File: src/rtl/fp_pkg.sv
// Shared floating-point definitions for the adder datapath and its normalizer.
package fp_pkg;

   localparam int EXP_W  = 8;
   localparam int FRAC_W = 23;
   localparam int BIAS   = 127;
   localparam logic [EXP_W-1:0] EXP_INF = 8'hFF;

   typedef enum logic [2:0] {
      IDLE,
      CHECK,
      NORM,
      ROUND,
      OUT
   } state_t;

   typedef struct packed {
      logic              sign;
      logic [EXP_W-1:0]  exp;
      logic [FRAC_W-1:0] frac;
   } fp_word_t;

endpackage

File: src/rtl/fp_rne_rshift.sv
// Combinational right shift by one with round-to-nearest-even (sticky taken as 0).
module fp_rne_rshift #(
   parameter int W = 25
) (
   input  logic [W-1:0] a,
   output logic [W-1:0] y,
   output logic         carry
);

   logic guard;
   logic new_lsb;

   assign guard   = a[0];
   assign new_lsb = a[1];

   // A tie rounds up only when that makes the kept LSB even.
   assign y     = {1'b0, a[W-1:1]} + W'(guard & new_lsb);
   assign carry = y[W-1];

endmodule

File: src/rtl/fp_normalize_round.sv
// Post-add normalizer: iterative left shift on cancellation, RNE right shift on carry,
// packed single-precision output with overflow/underflow flags over a valid/ready pair.
module fp_normalize_round
   import fp_pkg::*;
#(
   parameter int EXP_W  = 8,
   parameter int FRAC_W = 23
) (
   input  logic                    clk,
   input  logic                    reset,
   input  logic                    in_valid,
   output logic                    in_ready,
   input  logic                    in_sign,
   input  logic [EXP_W-1:0]        in_exp,
   input  logic [FRAC_W+1:0]       in_frac,
   output logic                    out_valid,
   input  logic                    out_ready,
   output logic [EXP_W+FRAC_W:0]   out_result,
   output logic                    out_overflow,
   output logic                    out_underflow
);

   localparam int FW = FRAC_W + 2;
   localparam int EW = EXP_W + 1;
   localparam logic [EW-1:0] EMAX = {1'b0, {EXP_W{1'b1}}};
   localparam logic [EW-1:0] EONE = EW'(1);

   state_t        state;
   logic          s;
   logic [EW-1:0] e;
   logic [FW-1:0] f;

   logic [FW-1:0] f_shl;
   logic [EW-1:0] e_dec;
   logic [FW-1:0] r1_y;
   logic          r1_carry;
   logic [FW-1:0] f_rnd;
   logic [EW-1:0] e_rnd;

   assign in_ready = (state == IDLE);

   assign f_shl = f << 1;
   assign e_dec = e - EONE;

   fp_rne_rshift #(.W(FW)) u_rne (
      .a     (f),
      .y     (r1_y),
      .carry (r1_carry)
   );

   // A re-carry can only yield 1.000..0, so the second shift needs no rounding.
   assign f_rnd = r1_carry ? (r1_y >> 1) : r1_y;
   assign e_rnd = e + EONE + EW'(r1_carry);

   always_ff @(posedge clk) begin
      // NOTE: all state here is sequential, so only non-blocking assignments are used.
      if (reset) begin
         state         <= IDLE;
         s             <= 1'b0;
         e             <= '0;
         f             <= '0;
         out_valid     <= 1'b0;
         out_result    <= '0;
         out_overflow  <= 1'b0;
         out_underflow <= 1'b0;
      end else begin
         case (state)
            IDLE: begin
               if (in_valid) begin
                  s     <= in_sign;
                  e     <= {1'b0, in_exp};
                  f     <= in_frac;
                  state <= CHECK;
               end
            end

            CHECK: begin
               out_overflow  <= 1'b0;
               out_underflow <= 1'b0;
               if (e == EMAX) begin
                  out_result <= {s, {EXP_W{1'b1}}, f[FRAC_W-1:0]};
                  out_valid  <= 1'b1;
                  state      <= OUT;
               end else if (f == '0) begin
                  out_result <= '0;
                  out_valid  <= 1'b1;
                  state      <= OUT;
               end else if (f[FW-1]) begin
                  state <= ROUND;
               end else if (f[FW-2]) begin
                  out_result <= {s, e[EXP_W-1:0], f[FRAC_W-1:0]};
                  out_valid  <= 1'b1;
                  state      <= OUT;
               end else if (e <= EONE) begin
                  out_result    <= {s, {(EXP_W+FRAC_W){1'b0}}};
                  out_underflow <= 1'b1;
                  out_valid     <= 1'b1;
                  state         <= OUT;
               end else begin
                  state <= NORM;
               end
            end

            NORM: begin
               e <= e_dec;
               f <= f_shl;
               if (f_shl[FW-2]) begin
                  out_result <= {s, e_dec[EXP_W-1:0], f_shl[FRAC_W-1:0]};
                  out_valid  <= 1'b1;
                  state      <= OUT;
               end else if (e_dec == EONE) begin
                  // Exponent exhausted before the hidden bit surfaced: flush, no denormals.
                  out_result    <= {s, {(EXP_W+FRAC_W){1'b0}}};
                  out_underflow <= 1'b1;
                  out_valid     <= 1'b1;
                  state         <= OUT;
               end
            end

            ROUND: begin
               if (e_rnd >= EMAX) begin
                  out_result   <= {s, {EXP_W{1'b1}}, {FRAC_W{1'b0}}};
                  out_overflow <= 1'b1;
               end else begin
                  out_result <= {s, e_rnd[EXP_W-1:0], f_rnd[FRAC_W-1:0]};
               end
               out_valid <= 1'b1;
               state     <= OUT;
            end

            OUT: begin
               if (out_ready) begin
                  out_valid <= 1'b0;
                  state     <= IDLE;
               end
            end

            default: state <= IDLE;
         endcase
      end
   end

endmodule

File: config.mk
export PLATFORM = sky130hd
export DESIGN_NAME = fp_normalize_round
export DESIGN_NICKNAME = d
export VERILOG_FILES = /design/src/rtl/fp_pkg.sv /design/src/rtl/fp_rne_rshift.sv /design/src/rtl/fp_normalize_round.sv
export SDC_FILE = /design/constraint.sdc
export NUM_CORES = 1
export LEC_CHECK = 0
export CORE_MARGIN = 4
export CORE_UTILIZATION = 49
export CTS_CLUSTER_DIAMETER = 30
export CTS_CLUSTER_SIZE = 8
export DETAILED_ROUTE_END_ITERATION = 10
export HOLD_SLACK_MARGIN = 0.03
export PLACE_DENSITY = 0.84
export SLEW_MARGIN = 5
export SYNTH_ARGS = -nofsm -noshare
export SYNTH_HDL_FRONTEND = slang
export SYNTH_SLANG_ARGS = --single-unit
File: constraint.sdc
create_clock -name clk -period 3.2 [get_ports clk]
set_input_delay 0.48 -clock clk [delete_from_list [all_inputs] [get_ports clk]]
set_output_delay 0.48 -clock clk [all_outputs]
set_load 0.05 [all_outputs]
==> flow_metrics.tcl, run 1 <==
set metrics [dict create \
    cts-buffers-inserted 9 \
    rr_worst_depth 10 \
    synth_cells 598 \
    gp_congestion 0.977 \
    finalCritPeriodShare 0.963 \
    grt_busiest_layer "met2" \
    worst_pin_slew_ns 1.02 \
    crit_chain "nand3_2 -> or4_4 -> or3_4 -> ha_4 -> nand2b_1 -> nor4_2 -> a21oi_1 -> a211o_4 -> a21o_1 -> a311oi_1" \
    synth.distinct_cells 61 \
    root_buffer "clkbuf_8" \
    seq_area_um2 1470 \
    synthFlopType "dfxtp_1" \
    r2r-end "out_result[24]$_SDFFE_PP0P_" \
    synth_compound_area_frac 0.302 \
    wl_per_cell_um 18.2 \
    ys_warn_count 0 \
    finalWirelength_um 14600 \
    insertedDiodeCount 0 \
    max_stage_delay_ns 0.51 \
    dp_hpwl_um 10200 \
    cp_num_buf_inv 0 \
    cts_buffer_depth 2 \
    synth_top_family_by_area "compound AO/OA/AOI/OAI gates" \
    fin_setup_tns_ns 0 \
    dp.cells 784 \
    arrival_ns 3.34 \
    synthSimpleGateAreaFrac 0.231 \
    drt_first_pass_iters 6 \
    grt_setup_unrepaired "false" \
    instances_no_fill 802 \
    cap_violations 0 \
    num_vias 5116 \
    clkLatencyLatePin_ns 0.35 \
    setup_viol 0 \
    startpoint "f[9]$_SDFFE_PP0P_" \
    grt-ovfl-total 0 \
    area_growth_pct 29.4 \
    status "finished clean" \
    io_buffers 73 \
    ir_drop_v 0.000591 \
    r2r_start "f[9]$_SDFFE_PP0P_" \
    synthMuxAreaShare 0.0145 \
    hold_viol_final 0 \
    io_pins 74 \
    vias_per_cell 6.38 \
    drc 0 \
    worstSetupPathType "flip-flop to flip-flop" \
    finalWorstSetupSlack_ns 0.117 \
    htree_levels 3 \
    fmax_mhz 324 \
    critical_path.endpoint "out_result[24]$_SDFFE_PP0P_" \
    grt_use_met3 0.0416 \
    utilization 0.652 \
    power.density_nw_per_um2 933 \
    cts_sinks 73 \
    cp_top_family "simple AND/OR/NAND/NOR gates" \
    cts_tree "built" \
    fp.dieH_um 105 \
    yosysSeqAreaShare 0.314 \
    hold_class "primary input to flip-flop" \
    core_area_um2 9240 \
    syn_area_per_cell_um2 7.79 \
    async_reset_ff_frac 0 \
    synth_fa_ha_area_frac 0.0188 \
    grt_antenna_before_repair 0 \
    cp_data_required_time_ns 3.46 \
    cp-start-kind "flip-flop" \
    synth_fp_nets 643 \
    cts.clk_slew.worst_paths_ns 0.08 \
    initial_utilization 0.504 \
    setup.worst_path.end_class "flip-flop" \
    critical_path.slowest_cell "or4_4" \
    grt_use_met1 0.371 \
    clock_skew_ns 0.00984 \
    grt_max_degree 34 \
    fin_crit_ns 3.08 \
    use_met2 0.393 \
    synth_top_area_share 0.314 \
    cp.depth 10 \
    grt_pass1_wl_um 23800 \
    drt-initial-drc-count 447 \
    die-area_um2 11100 \
    p_leak_nw 2.02 \
    slew_violations 0 \
    yosys.area.top_type "dfxtp_1" \
    slew_headroom 0.310 \
    fp.dieW_um 105 \
    synth_edf_count 0 \
    reg2reg_slack_ns 0.12 \
    grt_pass1_vias 4765 \
    nFillCells 790 \
    fin_nets 713 \
    multi_input_area_um2 2980 \
    dp_slack_ns -0.0348 \
    final_antenna_net_count 0 \
    cp_max_fo 5 \
    postSynthRegisterBits 73 \
    rows 35 \
    syn-cell-area_um2 4660 \
    synth_xor_area_frac 0.0414 \
    track_usage 0.257 \
    cts_hold_buf 0 \
    p_total_w 0.00562 \
    synthTopCellsByArea "dfxtp_1, a21oi_1, a22oi_1" \
    drive_gt1_frac 0.172 \
]
[placed cells by master, fill, tap and decap left out, types with 6 or more instances in the layout]
cell type / Yosys / layout
a211oi_1: 10 / 10
a21oi_1: 70 / 70
a22oi_1: 45 / 45
a311oi_1: 29 / 24
and3_1: 9 / 9
buf_4: 6 / 51
clkbuf_8: 0 / 9
clkdlybuf4s50_1: 0 / 72
dfxtp_1: 73 / 68
nand2_1: 47 / 47
nand2b_1: 6 / 6
nand3_1: 35 / 33
nand4_1: 9 / 9
nor2_1: 37 / 37
nor3_1: 18 / 16
nor4_1: 9 / 8
o21ai_0: 13 / 13
or3_1: 7 / 6
xnor2_1: 15 / 15
xor2_1: 7 / 6
[worst min-delay path by stage]
stage | slack, ns | startpoint | depth (start not counted) | to
after floorplan | 0.44 | s$_SDFFE_PP0P_ | 2 | s$_SDFFE_PP0P_
after global placement | 0.45 | out_valid$_SDFFE_PP0P_ | 2 | out_valid$_SDFFE_PP0P_
after detailed placement | 0.47 | out_valid$_SDFFE_PP0P_ | 2 | out_valid$_SDFFE_PP0P_
after CTS | 0.45 | reset | 2 | e[1]$_SDFFE_PP0P_
after global routing | 0.47 | reset | 2 | e[1]$_SDFFE_PP0P_
final | 0.46 | reset | 2 | e[5]$_SDFFE_PP0P_
[flip-flops by register name (all words and copies together), names as in the netlist]
name and count:
out_result 32, f 25, e 9, state 3, out_overflow 1, out_underflow 1
out_valid 1, s 1
[synth_stat cells, types with 4 or more instances]
cell type and number:
or3_1 7, a311oi_1 29, nand2_1 47, buf_4 6
dfxtp_1 73, a31oi_1 5, a22oi_1 45, a21oi_1 70
and2_1 4, buf_2 23, nand2b_1 6, nand3_1 35
nand4_1 9, o211ai_1 5, and3_1 9, o21ai_0 13
a221oi_1 5, nor3_1 18, nor4_1 9, xnor2_1 15
clkbuf_1 33, or2_2 4, inv_1 7, nor2_1 37
ha_1 7, a211oi_1 10, nor2b_1 4, xor2_1 7
nor3_2 4
[layout make-up]
type	count	area share
Inverter	8	0.00499
Multi-Input combinational cell	448	0.495
Sequential cell	73	0.244
Clock inverter	7	0.0158
Tap cell	129	0.0268
Clock buffer	9	0.0206
Timing Repair Buffer	128	0.194
[stage by stage]
stage / hold slack (ns) / instance area, um^2
6_report: 0.456 / 6020
5_1_grt: 0.475 / 6020
4_1_cts: 0.454 / 5920
3_5_place_dp: 0.468 / 5650
3_3_place_gp: 0.445 / 5650
2_1_floorplan: 0.437 / 4690
[layer usage]
layer	wire length, um	vias to the layer above	part of all wire
li1	-	2394	-
met1	6250	2401	0.43
met2	6530	303	0.45
met3	1620	18	0.11
met4	208	0	0.014
met5	0	-	0
[logic make-up (layout without fill, tap and decap cells)]
family,Yosys count,after routing
and+or+nand+nor,207,207
AOI/OAI and AO/OA,206,206
buffers and inverters,77,152
DFF,73,73
xor gates and xnor gates,22,22
adders and majority gates,7,7
muxes,6,6
[report_power, final]
| part | leakage [nW] | internal, W | switching [W] | total [W] |
|---|---|---|---|---|
| Sequential | 0.599 | 0.00122 | 0.000267 | 0.00149 |
| Combinational | 1.31 | 0.00117 | 0.00215 | 0.00332 |
| Clock | 0.109 | 0.000439 | 0.000368 | 0.000806 |
[timing repair]
action,in CTS,in global routing
resized for setup,8,22
setup endpoints to repair,11,32
setup buffers,1,0
hold endpoints to repair,0,0
pin swaps,7,8
gates cloned,1,0
Power figures use the tool's default switching activity.
==> inputs of run 2 (changes only) <==
--- a/config.mk
+++ b/config.mk
@@ -5,12 +5,12 @@
 export SDC_FILE = /design/constraint.sdc
 export NUM_CORES = 1
 export LEC_CHECK = 0
+export ABC_CLOCK_PERIOD_IN_PS = 3200
 export CORE_MARGIN = 4
 export CORE_UTILIZATION = 49
 export CTS_CLUSTER_DIAMETER = 30
 export CTS_CLUSTER_SIZE = 8
 export DETAILED_ROUTE_END_ITERATION = 10
-export HOLD_SLACK_MARGIN = 0.03
 export PLACE_DENSITY = 0.84
 export SLEW_MARGIN = 5
 export SYNTH_ARGS = -nofsm -noshare
==> results of run 2 <==
Final layout, timing and power as in run 1 (identical DEF).
